### config.mk
export PLATFORM = sky130hd
export DESIGN_NAME = seven_seg_scan
export DESIGN_NICKNAME = d
export VERILOG_FILES = /design/src/rtl/seven_seg_pkg.sv /design/src/rtl/seven_seg_enc.sv /design/src/rtl/seven_seg_scan.sv
export SDC_FILE = /design/constraint.sdc
export NUM_CORES = 1
export LEC_CHECK = 0
export CAP_MARGIN = 20
export CORE_ASPECT_RATIO = 1.75
export CORE_MARGIN = 4
export CORE_UTILIZATION = 57
export CTS_CLUSTER_SIZE = 20
export DETAILED_ROUTE_END_ITERATION = 8
export MAX_ROUTING_LAYER = met4
export PLACE_DENSITY_LB_ADDON = 0.25
export SKIP_LAST_GASP = 1
export SLEW_MARGIN = 10
export SYNTH_ARGS = -nofsm -noshare
export SYNTH_HDL_FRONTEND = slang
export SYNTH_HIERARCHICAL = 1
export SYNTH_SLANG_ARGS = --single-unit
### constraint.sdc
create_clock -name clk -period 6.9 [get_ports clk]
set_input_delay 1.38 -clock clk [delete_from_list [all_inputs] [get_ports clk]]
set_output_delay 1.38 -clock clk [all_outputs]
set_load 0.01 [all_outputs]
### src/rtl/seven_seg_pkg.sv
// Shared constants for the seven-segment scanner: the opcodes whose results are
// never shown on the display, and the hex-to-segment table (bit 6 = a, bit 0 = g).
package seven_seg_pkg;

    localparam logic [6:0] OP_JAL   = 7'b1101111;
    localparam logic [6:0] OP_JALR  = 7'b1100111;
    localparam logic [6:0] OP_LUI   = 7'b0110111;
    localparam logic [6:0] OP_AUIPC = 7'b0010111;

    localparam logic [6:0] SEG_BLANK = 7'h00;

    localparam logic [6:0] SEG_TABLE [16] = '{
        7'h7E, 7'h30, 7'h6D, 7'h79, 7'h33, 7'h5B, 7'h5F, 7'h70,
        7'h7F, 7'h7B, 7'h77, 7'h1F, 7'h4E, 7'h3D, 7'h4F, 7'h47
    };

    typedef enum logic {
        LOAD_ACCEPT = 1'b0,
        LOAD_DROP   = 1'b1
    } load_class_e;

    // Jumps and upper-immediate forms produce addresses, not data worth displaying.
    function automatic load_class_e classify(input logic [6:0] op);
        if ((op == OP_JAL) || (op == OP_JALR) || (op == OP_LUI) || (op == OP_AUIPC))
            return LOAD_DROP;
        return LOAD_ACCEPT;
    endfunction

endpackage

### src/rtl/seven_seg_enc.sv
// Combinational hex nibble to seven-segment decoder (active-high segments).
module seven_seg_enc
    import seven_seg_pkg::*;
(
    input  logic [3:0] nibble,
    output logic [6:0] seg
);

    assign seg = SEG_TABLE[nibble];

endmodule

### src/rtl/seven_seg_scan.sv
// Time-multiplexed hex display driver with registered seg/an outputs.
// Define SEVEN_SEG_LZB_EN to blank leading zero digits (digit 0 always shown).
module seven_seg_scan
    import seven_seg_pkg::*;
#(
    parameter int NUM_DIGITS = 8,
    parameter int DIV_CNT    = 50000,
    parameter bit ACTIVE_LOW = 1'b0
) (
    input  logic                      clk,
    input  logic                      rst,
    input  logic [4*NUM_DIGITS-1:0]   value,
    input  logic                      load,
    input  logic [6:0]                opcode,
    output logic [6:0]                seg,
    output logic [NUM_DIGITS-1:0]     an,
    output logic                      frame_done,
    output logic                      load_ack
);

    localparam int CW = $clog2(DIV_CNT);
    localparam int PW = (NUM_DIGITS > 1) ? $clog2(NUM_DIGITS) : 1;
    localparam logic [NUM_DIGITS-1:0] AN_FIRST = NUM_DIGITS'(1);
    localparam logic [6:0]            SEG_POL  = {7{ACTIVE_LOW}};
    localparam logic [NUM_DIGITS-1:0] AN_POL   = {NUM_DIGITS{ACTIVE_LOW}};

    logic [4*NUM_DIGITS-1:0] disp;
    logic [CW-1:0]           slot_cnt;
    logic [PW-1:0]           ptr;
    logic [6:0]              seg_q;
    logic [NUM_DIGITS-1:0]   an_q;
    logic                    ack_q;

    logic                    load_ok;
    logic                    slot_end;
    logic                    ptr_last;
    logic [3:0]              nib;
    logic                    blank;
    logic [6:0]              enc_seg;
    logic [6:0]              seg_pre;
    logic [NUM_DIGITS-1:0]   an_pre;

    assign load_ok  = load && (classify(opcode) == LOAD_ACCEPT);
    assign slot_end = (slot_cnt == CW'(DIV_CNT - 1));
    assign ptr_last = (ptr == PW'(NUM_DIGITS - 1));

    always_comb begin
        nib    = 4'h0;
        blank  = 1'b0;
        an_pre = '0;
        for (int k = 0; k < NUM_DIGITS; k++) begin
            if (ptr == PW'(k)) begin
                nib       = disp[4*k +: 4];
                an_pre[k] = 1'b1;
`ifdef SEVEN_SEG_LZB_EN
                // A digit is leading when it and everything above it are zero.
                if (k != 0)
                    blank = ((disp >> (4*k)) == '0);
`endif
            end
        end
    end

    seven_seg_enc u_enc (
        .nibble (nib),
        .seg    (enc_seg)
    );

    assign seg_pre = blank ? SEG_BLANK : enc_seg;

    always_ff @(posedge clk) begin
        if (rst) begin
            disp     <= '0;
            slot_cnt <= '0;
            ptr      <= '0;
            ack_q    <= 1'b0;
            seg_q    <= SEG_TABLE[0] ^ SEG_POL;
            an_q     <= AN_FIRST ^ AN_POL;
        end else begin
            ack_q <= load_ok;
            if (load_ok)
                disp <= value;
            seg_q <= seg_pre ^ SEG_POL;
            an_q  <= an_pre ^ AN_POL;
            if (slot_end) begin
                slot_cnt <= '0;
                ptr      <= ptr_last ? '0 : ptr + PW'(1);
            end else begin
                slot_cnt <= slot_cnt + CW'(1);
            end
        end
    end

    assign seg        = seg_q;
    assign an         = an_q;
    assign load_ack   = ack_q;
    assign frame_done = slot_end && ptr_last;

endmodule
# Word level (Yosys, flattened, before mapping)
# Memories as Yosys holds them, arrays and structs flattened. A register that Yosys moved wholly into a read port is not among the register bits.
# Cells that the tools add are included.
[classes]
addsub = 2
eq_ne = 12
n_mux = 20
bitwise_logic = 2
reduce_logical = 7
[op_table]
columns = ["op", "n"]
rows = [
  ["$mux W4", 8],
  ["$add A16 B1 Y16 const B", 1],
  ["$eq A16 B16 Y1 const B", 1],
  ["$eq A7 B7 Y1 const B", 2],
  ["$eq A3 B3 Y1 const B", 4],
  ["$mux W1", 11],
  ["$eq A7 B5 Y1 const B", 1],
  ["$eq A7 B6 Y1 const B", 1],
  ["$eq A3 B2 Y1 const B", 2],
  ["$not A4 Y5", 1],
  ["$add A3 B1 Y3 const B", 1],
  ["$eq A3 B1 Y1 const B", 1],
  ["$logic_not A3 Y1", 1],
  ["$logic_or A1 B1 Y1", 3],
  ["$mux W3", 1],
  ["$logic_and A1 B1 Y1", 2],
  ["$reduce_or A2 Y1", 1],
  ["$not A1 Y1", 1],
]
[word_totals]
register_bits = 60
mem_bits_ro = 112
out_inout_bits = 17
wordCells = 49
n_memories = 1
[mem_list]
columns = ["memory", "words", "word_bits", "rd", "rd_clocked_by_memory_dff", "write_ports", "line", "rtl"]
rows = [
  ["(no name shown)", 16, 7, 1, 1, 0, "seven_seg_enc.sv:9", "assign seg = SEG_TABLE[nibble];"],
]

# Depth between registers and ports, before layout
# Gate-level depths: netlist of run 1.
[depth]
ltp_word = 10
mapped_depth = 13
mapped_depth_nobuf = 11

# Hierarchy
# Netlist of run 1, hierarchy kept.
[by_module_without_submodules]
columns = ["mod", "n_inst", "cells_per_inst", "area_per_inst_um2", "seq_area_each_um2"]
rows = [
  ["seven_seg_scan", 1, 345, 3039.2, 1341.3],
  ["seven_seg_enc", 1, 33, 287.8, 0.0],
]

# Worst setup path before layout of run 1
# OpenSTA, ideal clock, no wires.
[synth_timing]
kind = "flip-flop to flip-flop"
startpoint = "register ptr[2]"
endpoint = "register seg_q[3] (netlist: seg[3])"
setup_ns = 0.123
t_arrival_ns = 2.999
required_ns = 6.777
path_slack_ns = 3.778
stages_incl_launch_ff = 12
n_path_buf = 1
synth_period_minus_slack_ns = 3.122
path_cell_list = "dfxtp_1 inv_1 clkbuf_1 ha_1 or2_2 a221oi_1 o22ai_1 a21oi_1 inv_1 ha_1 mux4_1 or2_2"
[synth_between]
elab_chain_len = 10
elab_cells_between_ends = 17
classes_between = "eq/ne: 7; mux: 8; bitwise: 1; reduce/logical: 1"
[synth_rtl]
columns = ["element", "line", "rtl"]
rows = [
  ["start: declaration", "seven_seg_scan.sv:29", "logic [PW-1:0] ptr;"],
  ["start signal: assignment", "seven_seg_scan.sv:87", "ptr <= ptr_last ? '0 : ptr + PW'(1);"],
  ["$logic_not A3 Y1", "seven_seg_scan.sv:52", "if (ptr == PW'(k)) begin"],
  ["$mux W4 (7 in a row)", "seven_seg_scan.sv:52", ""],
  ["$mux W4 *", "seven_seg_scan.sv:52", ""],
  ["via nib[1]", "seven_seg_scan.sv:37", "logic [3:0] nib;"],
  ["$not A4 Y5 (implied by the code) *", "seven_seg_enc.sv:9", ""],
  ["end: declaration", "seven_seg_scan.sv:30", "logic [6:0] seg_q;"],
]
# Mark *: on every way through the listed nets, which the timed path passes. The rest lies on a longest branch.
# A chain may end at the register's enable or synchronous reset.

# Worst setup path in the final report of run 1
# Ends and elaborated chain as after synthesis.

==> flow_summary.toml, run 1 <==
[status]
status = "complete, no violations"

[power_and_ir_drop]
sw_frac_of_total_pct = 23.38
p_sw_mw = 0.1935
internal_power_mw = 0.6341
p_comb_share_pct = 11.8
p_leak_nw = 1.576
power_density_nw_per_um2 = 202.0
seqPwrFrac_pct = 49.8
clkPwrFrac_pct = 38.4
vdd_drop_max_mv = 0.1604
finalPower_mw = 0.8277

[drt]
routed_wl_um = 7207
vias = 2761
drtIter0Drc = 167
drtPass1Iterations = 4
wl_per_cell_um = 14.24
ant_nets = 0
drcViolationCount = 0
avgViaCountPerCell = 5.457

[synth]
synth_flop_cell = "dfxtp_1"
synth.cell_area_um2 = 3327
synth.avg_cell_area_um2 = 8.801
synthDistinctLibCells = 49
seq_area_frac_synth_pct = 40.32
synth_cells = 378
ys_ff_latch = 67
synth_warnings = 6
async_flop_share_pct = 0
syn-num-nets = 434
synth-edff-count = 0

[worst_setup_path]
r2r_setup_slack_ns = 3.08
slowest_stage = "dfxtp_1"
max_stage_delay_ns = 0.62
critPathMaxFanout = 16
crit_chain = "inv_1 -> ha_1 -> or2_2 -> a221oi_1 -> o22ai_1 -> a21oi_1 -> inv_1 -> ha_1 -> mux4_1 -> or2_2"
cp.arrival_ns = 4.05
critical_path_class = "reg -> reg"
r2r_end = "seg[3]$_SDFF_PP1_"
worstPathRequired_ns = 7.14
r2r_start = "ptr[2]$_SDFFE_PP0N_"
cp_top_family = "compound AO/OA/AOI/OAI gates"
rr_worst_depth = 10
path_buf_inv = 2
cp-start-kind = "flop"
endpoint_kind = "flop"

[floorplanning]
start_util_pct = 59.09
die_area_um2 = 7171
die_h_um = 109.1
pin_count = 59
die_x_um = 65.75
core_um2 = 5630
rows = 36

[timing]
final-max-slew-violation-count = 0
finalClockSkew_ns = 0.008516
min_period_ns = 3.815
max_freq_mhz = 262.1
setup_tns_ns = 0
rsz0062_at_grt = "false"
tightest_slew_ns = 0.9194
setup_viol = 0
whs_ns = 0.4586
hold_violations = 0
slew_headroom_pct = 38.47
min_period_over_period_pct = 55.29

[cts]
clk_latency_ns = 0.35
path_clk_slew_ns = 0.07
postCtsSetupBuffers = 0
hold_buffers = 0
cts_buffer_depth = 2
h-tree-depth = 3
cts_sinks = 67
cts_root_buf = "clkbuf_8"
cts_tree = "built"
cts_resized = 0
numCtsBuffers = 9

[worst_hold_path]
hold_start = "disp[18]$_SDFFE_PP0P_"
min_path_type = "reg -> reg"
holdPathStages = 2
hold_path_end = "disp[18]$_SDFFE_PP0P_"

[grt]
grt_overflow = 0
track_usage_pct = 22.41
grt_pass1_wl_um = 11940
grt_max_degree = 51
grt_pass1_vias = 2666
antenna_found_initial = 0

[final_layout]
synthToLayoutAreaGrowth_pct = 23.13
num_antenna_cells = 0
multi_input_area_um2 = 1769
drive_gt1_share_pct = 9.070
finalInstanceArea_um2 = 4096
layout.area.seq_um2 = 1341
nNetsFinal = 482
fillers = 449

[placement]
numPortBuffers = 58
dpl_cell_area_um2 = 3891
gp_congestion = 0.8517
hpwl_um = 5249

[job]
max-cap-violations = 0
area by class of cell:
cell class                      instances  share of cell area, %
Timing Repair Buffer                   61                  14.72
Tap cell                               76                  2.321
Clock buffer                           14                  4.704
Inverter                               24                  2.199
Sequential cell                        67                  32.74
Clock inverter                          1                 0.1222
Multi-Input combinational cell        263                  43.19
through the flow:
stage	setup slack, ns	instances	utilization [%]
2_1_floorplan	3.778	378	-
3_3_place_gp	3.191	490	69.11
3_5_place_dp	3.097	490	69.11
4_1_cts	3.046	505	72.62
5_1_grt	2.811	506	72.76
6_report	3.085	506	72.76
registers in the layout (all words and copies together), names as in the netlist:
| name | count |
|---|---|
| disp | 32 |
| slot_cnt | 16 |
| an | 8 |
| seg | 7 |
| ptr | 3 |
| load_ack | 1 |
synth_stat cells, drive strengths merged, types with 8 or more instances:
| cell type | number | share of area [%] |
|---|---|---|
| or2 | 8 | 1.5 |
| clkbuf | 17 | 1.9 |
| mux2i | 28 | 8.4 |
| xnor2 | 11 | 2.9 |
| a21oi | 25 | 3.9 |
| nor2 | 26 | 2.9 |
| nand2 | 63 | 7.1 |
| inv | 24 | 2.7 |
| dfxtp | 67 | 40 |
| ha | 14 | 5.3 |
kinds of logic after synthesis:
kind of cell	count (synthesis)	synth area share (%)
adders and majority gates	14	5.265
xor gates and xnor gates	13	3.422
and+or+nand+nor	143	21.62
buffers and inverters	48	6.506
AOI/OAI and AO/OA	61	12.64
muxes	32	10.23
DFF	67	40.32
power by group through the flow:
stage	Combinational, mW	Sequential, mW	Clock [mW]
floorplan	0.0568	0.420	0
global route	0.107	0.414	0.343
CTS	0.0975	0.412	0.325
global placement	0.0932	0.420	0
detailed placement	0.0965	0.421	0
finish	0.0977	0.412	0.318
worst max path at each step:
stage / start / endpoint / slack [ns] / cells after the start
finish: ptr[2]$_SDFFE_PP0N_ / seg[3]$_SDFF_PP1_ / 3.08 / 10
global route: ptr[2]$_SDFFE_PP0N_ / seg[3]$_SDFF_PP1_ / 2.81 / 10
CTS: ptr[2]$_SDFFE_PP0N_ / seg[3]$_SDFF_PP1_ / 3.05 / 8
detailed placement: ptr[2]$_SDFFE_PP0N_ / seg[3]$_SDFF_PP1_ / 3.10 / 8
global placement: ptr[2]$_SDFFE_PP0N_ / seg[3]$_SDFF_PP1_ / 3.19 / 8
floorplan: ptr[2]$_SDFFE_PP0N_ / seg[3]$_SDFF_PP1_ / 3.78 / 11
per-layer routing:
layer  track usage [%]  part of all wire (%)  wire length (µm)  vias up
met3             6.392                   5.4               386       24
met2             36.90                    51              3703       79
met1             23.10                    39              2844     1273
met4             13.95                   3.8               272        0
met5                 -                     0                 0        -
li1                  -                     -                 -     1385
worst min-delay path, stage by stage, from the launching register on:
cell and delay [ns]:
dfxtp_1 0.31, nand2_1 0.05, mux2i_1 0.05
layout by cell type, fill, tap and decap left out, types with 2 or more instances in the layout:
cell | netlist | layout
dfxtp_1 | 67 | 67
nand2_1 | 63 | 63
clkdlybuf4s50_1 | 0 | 58
mux2i_1 | 28 | 28
nor2_1 | 26 | 26
inv_1 | 24 | 24
a21oi_1 | 24 | 24
ha_1 | 14 | 14
clkbuf_8 | 0 | 14
xnor2_1 | 11 | 11
or2_2 | 8 | 8
nand3b_1 | 7 | 7
nor3_1 | 7 | 7
and3_1 | 6 | 6
o2111ai_1 | 6 | 6
o31ai_1 | 6 | 6
o22ai_1 | 5 | 5
nand3_1 | 5 | 5
nand4_1 | 5 | 5
nor2b_1 | 4 | 4
a221oi_1 | 3 | 3
a22o_1 | 3 | 3
a31oi_1 | 3 | 3
buf_4 | 1 | 3
mux2_2 | 3 | 3
and4bb_2 | 2 | 2
nor4_1 | 2 | 2
xor2_1 | 2 | 2
(Power assumes the default switching activity.)
==> run 2, diff against run 1 <==
- CORE_UTILIZATION: 57 -> 47
- clock period: 6.9 -> 3.5 ns (I/O delays scaled with it)
==> run 2 against run 1 <==
Non-clock buffer count up 7. Core utilization decreased by 11 points. Combinational power grew 98%. Power is 120% higher. Critical path type unchanged. Via count up 0.98%. Sequential share of layout area decreased by 1.1 points. Fmax up 19%. Register-to-register slack worse by 2.8 ns. Hold slack better by 0.0023 ns. Clock skew shrank 0.0050 ns. Die area is 19% higher.
==> flow_summary.toml, run 2 (synthesis results as in run 1) <==
[placement]
hpwl_um = 5409
numPortBuffers = 58
gp_congestion = 0.8941

[cts]
numCtsBuffers = 9
cts_sinks = 67
postCtsSetupBuffers = 0
h-tree-depth = 3
cts_tree = "built"
cts_resized = 0
path_clk_slew_ns = 0.05
clk_latency_ns = 0.33
cts_root_buf = "clkbuf_16"
cts_buffer_depth = 2
hold_buffers = 0

[grt]
grt_max_degree = 41
grt_overflow = 0
grt_pass1_wl_um = 12190
track_usage_pct = 18.63
grt_pass1_vias = 2740
antenna_found_initial = 0

[floorplanning]
die_area_um2 = 8542
die_x_um = 71.60
die_h_um = 119.3
start_util_pct = 48.52
rows = 40
pin_count = 59
core_um2 = 6857

[power_and_ir_drop]
power_density_nw_per_um2 = 432.5
finalPower_mw = 1.835
p_leak_nw = 1.649
vdd_drop_max_mv = 0.2999

[timing]
finalClockSkew_ns = 0.003560
tightest_slew_ns = 0.5151
min_period_ns = 3.217
hold_violations = 0
setup_tns_ns = 0
final-max-slew-violation-count = 0
max_freq_mhz = 310.8
rsz0062_at_grt = "false"
setup_viol = 0
min_period_over_period_pct = 91.93
slew_headroom_pct = 65.66

[worst_setup_path]
rr_worst_depth = 9
critical_path_class = "reg -> reg"
critPathMaxFanout = 18
cp-start-kind = "flop"
cp.arrival_ns = 3.43
r2r_setup_slack_ns = 0.28
worstPathRequired_ns = 3.71
endpoint_kind = "flop"

[final_layout]
num_antenna_cells = 0
layout_commonest_cell = "dfxtp_1"
largest_reg_flops = 32
drive_gt1_share_pct = 10.30
mostFrequentLayoutCells = "dfxtp_1, nand2_1, clkdlybuf4s50_1"
synthToLayoutAreaGrowth_pct = 27.49
top_register = "disp"
nNetsFinal = 489

[worst_hold_path]
min_path_type = "reg -> reg"
holdPathStages = 1

[drt]
wl_per_cell_um = 13.93
routed_wl_um = 7255
drtPass1Iterations = 4
avgViaCountPerCell = 5.351
vias = 2788
ant_nets = 0
drcViolationCount = 0
drtIter0Drc = 199

[job]
max-cap-violations = 0

[status]
status = "complete, no violations"
## run 2: cell types whose count changed in the layout (fill, tap and decap cells not counted), sizes merged
cell and delta:
clkinv +1, buf +7, clkbuf -1
## run 2: per-layer routing
layer	global-route usage, %	wire (µm)	vias to the layer above
li1	-	-	1408
met1	19.28	2815	1279
met2	30.18	3676	76
met3	4.983	376	25
met4	12.59	387	0
met5	-	0	-
## run 2: per-stage QoR
stage	instances	hold WS [ns]	utilization, %	setup WS [ns]	cell area (µm²)
after floorplan	378	0.4300	-	0.3776	3327
after global placement	506	0.4425	57.77	0.4360	3961
after detailed placement	506	0.4534	57.77	0.3287	3961
after CTS	521	0.4641	61.86	0.3137	4242
after global routing	521	0.4781	61.86	0.05030	4242
final	521	0.4609	61.86	0.2825	4242
## run 2: area by class of cell
class	count	area, µm²
Multi-Input combinational cell	263	1769
Clock inverter	2	10.01
Sequential cell	67	1341
Clock buffer	13	270.3
Tap cell	84	105.1
Timing Repair Buffer	68	655.6
Inverter	24	90.09
Fill cell	603	2615
## run 2: path summary, 6_finish.rpt
check | start | endpoint
setup / recovery | ptr[0]$_SDFFE_PP0N_ | seg[3]$_SDFF_PP1_
hold / removal | slot_cnt[0]$_SDFF_PP0_ | slot_cnt[0]$_SDFF_PP0_
setup reg to reg | ptr[0]$_SDFFE_PP0N_ | seg[3]$_SDFF_PP1_
hold reg to reg | slot_cnt[0]$_SDFF_PP0_ | slot_cnt[0]$_SDFF_PP0_
## run 2: worst max-delay path, stage by stage, from the launching register on
cell and delay [ns]:
dfxtp_1 0.39, ha_1 0.51, a21oi_1 0.14, a221oi_1 0.31, o22ai_1 0.14, a21oi_1 0.37
inv_1 0.17, ha_1 0.33, mux4_1 0.47, or2_2 0.27
## run 2: power breakdown
| group | switching (mW) | total, mW | internal [mW] |
|---|---|---|---|
| clock network | 0.296 | 0.825 | 0.530 |
| logic | 0.0847 | 0.193 | 0.108 |
| registers | 0.0191 | 0.816 | 0.797 |
| total | 0.399 | 1.83 | 1.44 |
